$ cat src/rtl/load_store_unit.sv
`timescale 1ns/1ps
// load_store_unit
//
// Memory-side initiator for the data_memory block. Accepts one load or store
// at a time, issues doubleword-aligned accesses, performs read-modify-write
// for sub-doubleword stores and returns sign/zero-extended load data.
//
// Handshake: a request transfers on a rising clock edge where
// req_valid && req_ready; req_ready is high only in IDLE. The response is a
// single-cycle resp_valid pulse with no back-pressure.
//
// Ports:
//   clock, reset_n      clock and asynchronous active-low reset
//   req_valid/ready     request handshake
//   req_write           1 = store, 0 = load
//   req_size            00 byte, 01 half, 10 word, 11 doubleword
//   req_signed          sign-extend loads (ignored for doubleword)
//   req_address         byte address
//   req_wdata           store data, low-order bytes
//   resp_valid          one-cycle response pulse
//   resp_rdata          extended load data (0 for stores and errors)
//   resp_error          misaligned request
//   mem_*               data_memory port set
//   dbg_state           current FSM state (IDLE=0, READ=1, WRITE=2, RESP=3)
module load_store_unit #(
    parameter int ADDR_WIDTH = 32
) (
    input  logic                  clock,
    input  logic                  reset_n,
    input  logic                  req_valid,
    output logic                  req_ready,
    input  logic                  req_write,
    input  logic [1:0]            req_size,
    input  logic                  req_signed,
    input  logic [ADDR_WIDTH-1:0] req_address,
    input  logic [63:0]           req_wdata,
    output logic                  resp_valid,
    output logic [63:0]           resp_rdata,
    output logic                  resp_error,
    output logic                  mem_write,
    output logic                  mem_read,
    output logic [ADDR_WIDTH-1:0] mem_address,
    output logic [63:0]           mem_write_data,
    input  logic [63:0]           mem_read_data,
    output logic [1:0]            dbg_state
);

    typedef enum logic [1:0] {
        IDLE  = 2'd0,
        READ  = 2'd1,
        WRITE = 2'd2,
        RESP  = 2'd3
    } state_t;

    state_t state;
    state_t state_next;

    // Request fields captured at the accept edge.
    logic       r_write;
    logic [1:0] r_size;
    logic       r_signed;
    logic [2:0] r_offset;

    logic        accept;
    logic        misaligned;
    logic [63:0] ld_shift;
    logic [63:0] ld_ext;
    logic [7:0]  lane_base;
    logic [7:0]  lane_mask;
    logic [63:0] wd_shift;
    logic [63:0] merged;

    assign dbg_state = state;
    assign accept    = req_valid && (state == IDLE);

    // Natural alignment check on the incoming request.
    always_comb begin
        misaligned = 1'b0;
        case (req_size)
            2'b01:   misaligned = req_address[0];
            2'b10:   misaligned = |req_address[1:0];
            2'b11:   misaligned = |req_address[2:0];
            default: misaligned = 1'b0;
        endcase
    end

    // Next state and state-decoded outputs.
    always_comb begin
        state_next = state;
        req_ready  = 1'b0;
        mem_read   = 1'b0;
        mem_write  = 1'b0;
        resp_valid = 1'b0;
        case (state)
            IDLE: begin
                req_ready = 1'b1;
                if (req_valid) begin
                    if (misaligned)
                        state_next = RESP;
                    else if (req_write && req_size == 2'b11)
                        state_next = WRITE;
                    else
                        state_next = READ;
                end
            end
            READ: begin
                mem_read   = 1'b1;
                state_next = r_write ? WRITE : RESP;
            end
            WRITE: begin
                mem_write  = 1'b1;
                state_next = RESP;
            end
            RESP: begin
                resp_valid = 1'b1;
                state_next = IDLE;
            end
            default: state_next = IDLE;
        endcase
    end

    // Load extraction: bring the addressed byte to lane 0, then extend.
    always_comb begin
        ld_shift = mem_read_data >> {r_offset, 3'b000};
        ld_ext   = ld_shift;
        case (r_size)
            2'b00:   ld_ext = {{56{r_signed & ld_shift[7]}},  ld_shift[7:0]};
            2'b01:   ld_ext = {{48{r_signed & ld_shift[15]}}, ld_shift[15:0]};
            2'b10:   ld_ext = {{32{r_signed & ld_shift[31]}}, ld_shift[31:0]};
            default: ld_ext = ld_shift;
        endcase
    end

    // Store merge: mem_write_data holds the raw store data during READ;
    // the addressed lanes take the shifted store data, the rest keep the
    // old memory contents. Alignment guarantees the mask never wraps.
    always_comb begin
        case (r_size)
            2'b00:   lane_base = 8'h01;
            2'b01:   lane_base = 8'h03;
            2'b10:   lane_base = 8'h0F;
            default: lane_base = 8'hFF;
        endcase
        lane_mask = lane_base << r_offset;
        wd_shift  = mem_write_data << {r_offset, 3'b000};
        merged    = '0;
        for (int k = 0; k < 8; k++) begin
            merged[8*k +: 8] = lane_mask[k] ? wd_shift[8*k +: 8]
                                            : mem_read_data[8*k +: 8];
        end
    end

    always_ff @(posedge clock or negedge reset_n) begin
        if (!reset_n)
            state <= IDLE;
        else
            state <= state_next;
    end

    always_ff @(posedge clock or negedge reset_n) begin
        if (!reset_n) begin
            r_write        <= 1'b0;
            r_size         <= 2'b00;
            r_signed       <= 1'b0;
            r_offset       <= 3'b000;
            mem_address    <= '0;
            mem_write_data <= '0;
            resp_rdata     <= '0;
            resp_error     <= 1'b0;
        end else begin
            case (state)
                IDLE: begin
                    if (accept) begin
                        r_write     <= req_write;
                        r_size      <= req_size;
                        r_signed    <= req_signed;
                        r_offset    <= req_address[2:0];
                        mem_address <= {req_address[ADDR_WIDTH-1:3], 3'b000};
                        if (misaligned) begin
                            resp_rdata <= '0;
                            resp_error <= 1'b1;
                        end else if (req_write) begin
                            mem_write_data <= req_wdata;
                        end
                    end
                end
                READ: begin
                    if (r_write) begin
                        mem_write_data <= merged;
                    end else begin
                        resp_rdata <= ld_ext;
                        resp_error <= 1'b0;
                    end
                end
                WRITE: begin
                    resp_rdata <= '0;
                    resp_error <= 1'b0;
                end
                default: ;
            endcase
        end
    end

endmodule

$ cat config.mk
export PLATFORM = sky130hd
export DESIGN_NAME = load_store_unit
export DESIGN_NICKNAME = d
export VERILOG_FILES = /design/src/rtl/load_store_unit.sv
export SDC_FILE = /design/constraint.sdc
export NUM_CORES = 1
export LEC_CHECK = 0
export BUFFER_PORTS_ARGS = -buffer_cell sky130_fd_sc_hd__buf_2
export CORE_ASPECT_RATIO = 1.1
export CORE_MARGIN = 2
export CORE_UTILIZATION = 40
export DETAILED_ROUTE_END_ITERATION = 8
export PLACE_DENSITY_LB_ADDON = 0.1
export SYNTH_ARGS = -nofsm -noshare
export SYNTH_HDL_FRONTEND = slang
export SYNTH_SLANG_ARGS = --single-unit
$ cat constraint.sdc
create_clock -name clock -period 3 [get_ports clock]
set_input_delay 0.6 -clock clock [delete_from_list [all_inputs] [get_ports clock]]
set_output_delay 0.6 -clock clock [all_outputs]
set_load 0.05 [all_outputs]
## Word level (Yosys, flattened, before mapping)

Index checks and enable logic that the tools add are counted.

| operators by class | value |
|---|---|
| eq/ne operators | 15 |
| shift-type cells | 3 |
| mux-type cells | 33 |
| bitwise operators | 3 |
| reduce and logical (&&, ||, !) cells | 11 |

Operator list:

| operator | count |
|---|---|
| 2-to-1 mux 64 bit | 7 |
| case mux 64 bit (3 select lines) | 2 |
| case mux 64 bit (2 select lines) | 1 |
| 2-to-1 mux 8 bit | 8 |
| << shifter 64 x 6 -> 64 bit | 1 |
| right shift 64 x 6 -> 64 bit | 1 |
| case mux 8 bit (3 select lines) | 1 |
| inequality test 2 bit (second input constant) | 7 |
| equality test 2 bit (second input constant) | 5 |
| 2-to-1 mux 1 bit | 8 |
| case mux 2 bit (4 select lines) | 1 |
| << shifter 8 x 3 -> 8 bit | 1 |
| equality test 2 x 1 -> 1 bit (second input constant) | 3 |
| 2-to-1 mux 2 bit | 3 |
| case mux 1 bit (3 select lines) | 2 |
| AND reduction 5 bit | 1 |
| zero test 2 bit | 2 |
| AND reduction 4 bit | 1 |
| AND 1 bit | 3 |
| nonzero test 3 bit | 1 |
| OR reduction 3 bit | 1 |
| logical AND 1 bit | 2 |
| AND reduction 2 bit | 1 |
| nonzero test 2 bit | 1 |
| OR reduction 2 bit | 1 |

| storage, ports and cells | value |
|---|---|
| flip-flop bits (word level) | 167 |
| input port bits | 167 |
| output and inout bits | 167 |
| word-level logic and storage cells | 74 |

## Longest topological paths before layout

| depth | value |
|---|---|
| word-level depth | 6 |
| depth in mapped cells | 9 |
| depth with buffers taken out | 7 |

## Worst setup path after synthesis

OpenSTA, ideal clock, no wires.

| path | value |
|---|---|
| path type | register to register |
| start | register state[0] (netlist: dbg_state[0]) |
| end | register mem_write_data[36] |
| data arrival time | 2651 ps |
| data required time | 2864 ps |
| setup slack | 213 ps |
| cell stages (with the launch flop) | 9 |
| buffers on the path | 2 |
| clock period less this slack | 2787 ps |
| path through | dfrtp_1 ha_1 inv_2 a211o_1 or2_2 clkbuf_1 clkbuf_1 a21oi_1 a21oi_1 |

| on the way | value |
|---|---|
| longest elaborated chain between the ends | 4 |
| elaborated cells on any way between the ends | 10 |
| those cells by class | eq/ne (5); mux (1); reduce/logical (4) |

Ends and longest elaborated chain:

| element | RTL line | RTL |
|---|---|---|
| from (decl) | 55 | `state_t state;` |
| from (signal assigned) | 157 | `state <= state_next;` |
| zero test 2 bit | 74, 171 |  |
| logical AND 1 bit | 74 | `assign accept = req_valid && (state == IDLE);` |
| inequality test 2 bit (no line) | - |  |
| AND reduction 5 bit (no line) | - |  |
| to (signal assigned) | 183 | `mem_write_data <= req_wdata;` |
| to (signal assigned) | 189 | `mem_write_data <= merged;` |
| to (decl) | 43 | `output logic [63:0] mem_write_data,` |

Parallel ways exist; a longest one is shown, timed or not.
A chain may end at the register's enable or synchronous reset.

## Final worst setup path

| path | value |
|---|---|
| start | register r_offset[1] |
| end | register resp_rdata[59] |

| on the way | value |
|---|---|
| longest elaborated chain between the ends | 5 |
| elaborated cells on any way between the ends | 7 |
| those cells by class | shift (1); mux (3); bitwise (3) |

Ends and longest elaborated chain:

| element | RTL line | RTL |
|---|---|---|
| from (decl) | 62 | `logic [2:0] r_offset;` |
| from (signal assigned) | 177 | `r_offset <= req_address[2:0];` |
| right shift 64 x 6 -> 64 bit (*) | 124 | `ld_shift = mem_read_data >> {r_offset, 3'b000};` |
| AND 1 bit, on equally long branches | 129, 127, 128 |  |
| case mux 64 bit (3 select lines) (*) | 126 | `case (r_size)` |
| 2-to-1 mux 64 bit (*) | 188 | `if (r_write) begin` |
| case mux 64 bit (3 select lines) (*) | 171 | `case (state)` |
| to (signal assigned) | 191 | `resp_rdata <= ld_ext;` |
| to (decl) | 38 | `output logic [63:0] resp_rdata,` |

Mark *: on every way between the ends. The rest lies on a longest branch, timed or not. The select of a mux whose other input is x is not followed.

==> impl_metrics.env <==
export IMPL_status="finished, final reports clean"
export IMPL_synth_top_cells_by_count="dfrtp_1, nand2_1, o21ai_0, a21oi_1, nor2_1"
export IMPL_synth_top_area_frac=0.3768
export IMPL_dp_cells=1802
export IMPL_cts_root_buf="clkbuf_16"
export IMPL_grt_total_usage=0.3190
export IMPL_synthesis_area_sq_um=11090
export IMPL_crit_slowest_cell="nor2b_1"
export IMPL_preCtsSetupSlack_ps=338.6
export IMPL_grt_max_degree=72
export IMPL_clk_pin_slew_ps=70
export IMPL_io_pins=334
export IMPL_viasPerCell=6.113
export IMPL_post_route_util=0.5031
export IMPL_post_route_min_period_ps=2726
export IMPL_wl_mm=47.01
export IMPL_cts_hold_buffers=0
export IMPL_netlist_instances=1178
export IMPL_arrival_ps=3100
export IMPL_clkSinkCount=167
export IMPL_cp_num_buf_inv=1
export IMPL_async_flop_share=1.000
export IMPL_grt_ovfl_total=0
export IMPL_fin_skew_ps=12.15
export IMPL_synth_seq_area_share=0.3768
export IMPL_cts_max_path_buffers=2
export IMPL_grt_pass1_wl_mm=67.88
export IMPL_port_buffer_count=330
export IMPL_netlist_top_cells_area="dfrtp_1, mux2_2, mux2i_1"
export IMPL_slew_headroom=0.2031
export IMPL_fin_nets=1637
export IMPL_syn_area_per_cell_sq_um=9.416
export IMPL_maxSlewViolCount=0
export IMPL_finalSetupTns_ps=0
export IMPL_crit_required_ps=3380
export IMPL_rsz0062_at_grt="false"
export IMPL_clock_latency_ps=450
export IMPL_die_h_microns=178.7
export IMPL_path_cells="nor2b_1 -> a32oi_1 -> a31oi_1 -> o31ai_4 -> buf_12 -> o21ai_0"
export IMPL_place_congestion=0.9680
export IMPL_initial_utilization=0.4091
export IMPL_cts_made_buffers=17
export IMPL_dieArea_sq_um=29080
export IMPL_yosysMostFrequentCell="dfrtp_1"
export IMPL_htree_num_levels=4
export IMPL_syn2layout_area_growth_pct=23.00
export IMPL_finalHoldViolCount=0
export IMPL_ys_types=68
export IMPL_fin_cells=1835
export IMPL_antenna_found_initial=5
export IMPL_die_w_microns=162.8
export IMPL_path_class="reg2reg"
export IMPL_cts_tree="done"
export IMPL_hpwlAfterDp_mm=35.55
export IMPL_drcViolationCount=0
export IMPL_wire_per_inst_microns=25.62
export IMPL_layout_drive_gt1_share=0.3764
export IMPL_setup_viol=0
export IMPL_ant_nets=0
export IMPL_core_area_sq_um=27120
export IMPL_critical_path_max_stage_delay_ps=950
export IMPL_num_vias=11218
export IMPL_synth_top_cell_by_area="dfrtp_1"
export IMPL_ys_ff_latch=167
export IMPL_cp_end_kind="register"
export IMPL_maxCapViolations=0
export IMPL_cts_setup_buffers=0
export IMPL_max_freq_ghz=0.3668
export IMPL_synth_edf_count=0
export IMPL_grt_pass1_vias=10586
export IMPL_yosys_warnings=0
export IMPL_hp_class="in2async"
export IMPL_tightest_slew_ps=1193
export IMPL_row_count=63
export IMPL_drt_initial_drc_count=1498
export IMPL_finalCritPeriodShare=0.9087
export IMPL_fin_ws_ps=273.9
export IMPL_synthFlopType="dfrtp_1"
export IMPL_critPathLaunchType="register"
export IMPL_first_pass_iters=8
export IMPL_cp_top_family="simple AND/OR/NAND/NOR gates"
export IMPL_ctsResizeCount=0
export IMPL_path_max_fanout=31
==> metal layers <==
layer  share of wire  global-route usage  wire length, microns
met1            0.42              0.4397                 19740
met2            0.45              0.4931                 21070
met3            0.10             0.08166                  4774
met4           0.029             0.09956                  1377
met5         0.00096                   0                    45
==> final timing paths <==
kind	to	from	depth (start not counted)	slack, ps
max	resp_rdata[59]	r_offset[1]	6	270
min	resp_rdata[62]	reset_n	1	180
max reg2reg	resp_rdata[59]	r_offset[1]	6	270
min reg2reg	resp_rdata[63]	resp_rdata[63]	2	470
max in group asynchronous	resp_rdata[31]	reset_n	2	2130
min in group clock	mem_address[15]	req_address[15]	2	370
==> cell type report <==
| cell class | count | area (sq um) |
|---|---|---|
| fillers | 2671 | 13470 |
| multi-input cells | 890 | 6277 |
| flip-flops and latches | 167 | 4188 |
| repair buffers | 378 | 2118 |
| clock buffers | 20 | 456.7 |
| well taps | 357 | 446.7 |
| clock inverters | 12 | 116.4 |
| inverters | 10 | 37.54 |
| diodes | 1 | 2.502 |
==> sequential cells by signal, summed over array words and instances (netlist names) <==
name,cells
resp_error,1
r_offset,3
r_signed,1
resp_rdata,64
mem_write_data,64
mem_address,29
dbg_state,2
r_write,1
r_size,2
==> per-stage QoR <==
step / hold WS [ps] / area, sq um
6_report: 176.3 / 13640
5_1_grt: 218.1 / 13640
4_1_cts: 201.3 / 13640
3_5_place_dp: 461.7 / 13070
3_3_place_gp: 457.1 / 13070
2_1_floorplan: 304.4 / 11100
==> cells by family after synthesis <==
group,Yosys count,share of synthesized area
AOI/OAI and AO/OA,454,0.2804
and+or+nand+nor,275,0.1099
DFF,167,0.3768
muxes,152,0.1674
buffers and inverters,123,0.05843
adders and majority gates,6,0.006768
other,1,0.0003381
==> placed cells by master, fill, tap and decap left out, drive strengths merged, types with 5 or more instances in the layout <==
cell | Yosys | layout
a211o | 10 | 10
a211oi | 32 | 32
a21o | 10 | 10
a21oi | 87 | 87
a221o | 6 | 6
a221oi | 10 | 10
a22o | 9 | 9
a22oi | 29 | 29
a2bb2oi | 13 | 13
a31oi | 6 | 6
a32o | 7 | 7
buf | 61 | 378
clkbuf | 52 | 20
clkinvlp | 0 | 5
dfrtp | 167 | 167
ha | 6 | 6
inv | 10 | 13
mux2 | 68 | 68
mux2i | 64 | 64
mux4 | 20 | 20
nand2 | 127 | 127
nand3 | 5 | 5
nor2 | 79 | 79
nor2b | 25 | 25
nor3 | 5 | 5
nor4 | 8 | 8
o211ai | 10 | 10
o21ai | 148 | 148
o221a | 8 | 8
o221ai | 15 | 15
o22a | 7 | 7
o22ai | 17 | 17
o311ai | 9 | 9
or2 | 8 | 8
Power is left out: the tool's default activity adds up to more than one toggle a clock period on the data nets, which glitch-free logic cannot reach.
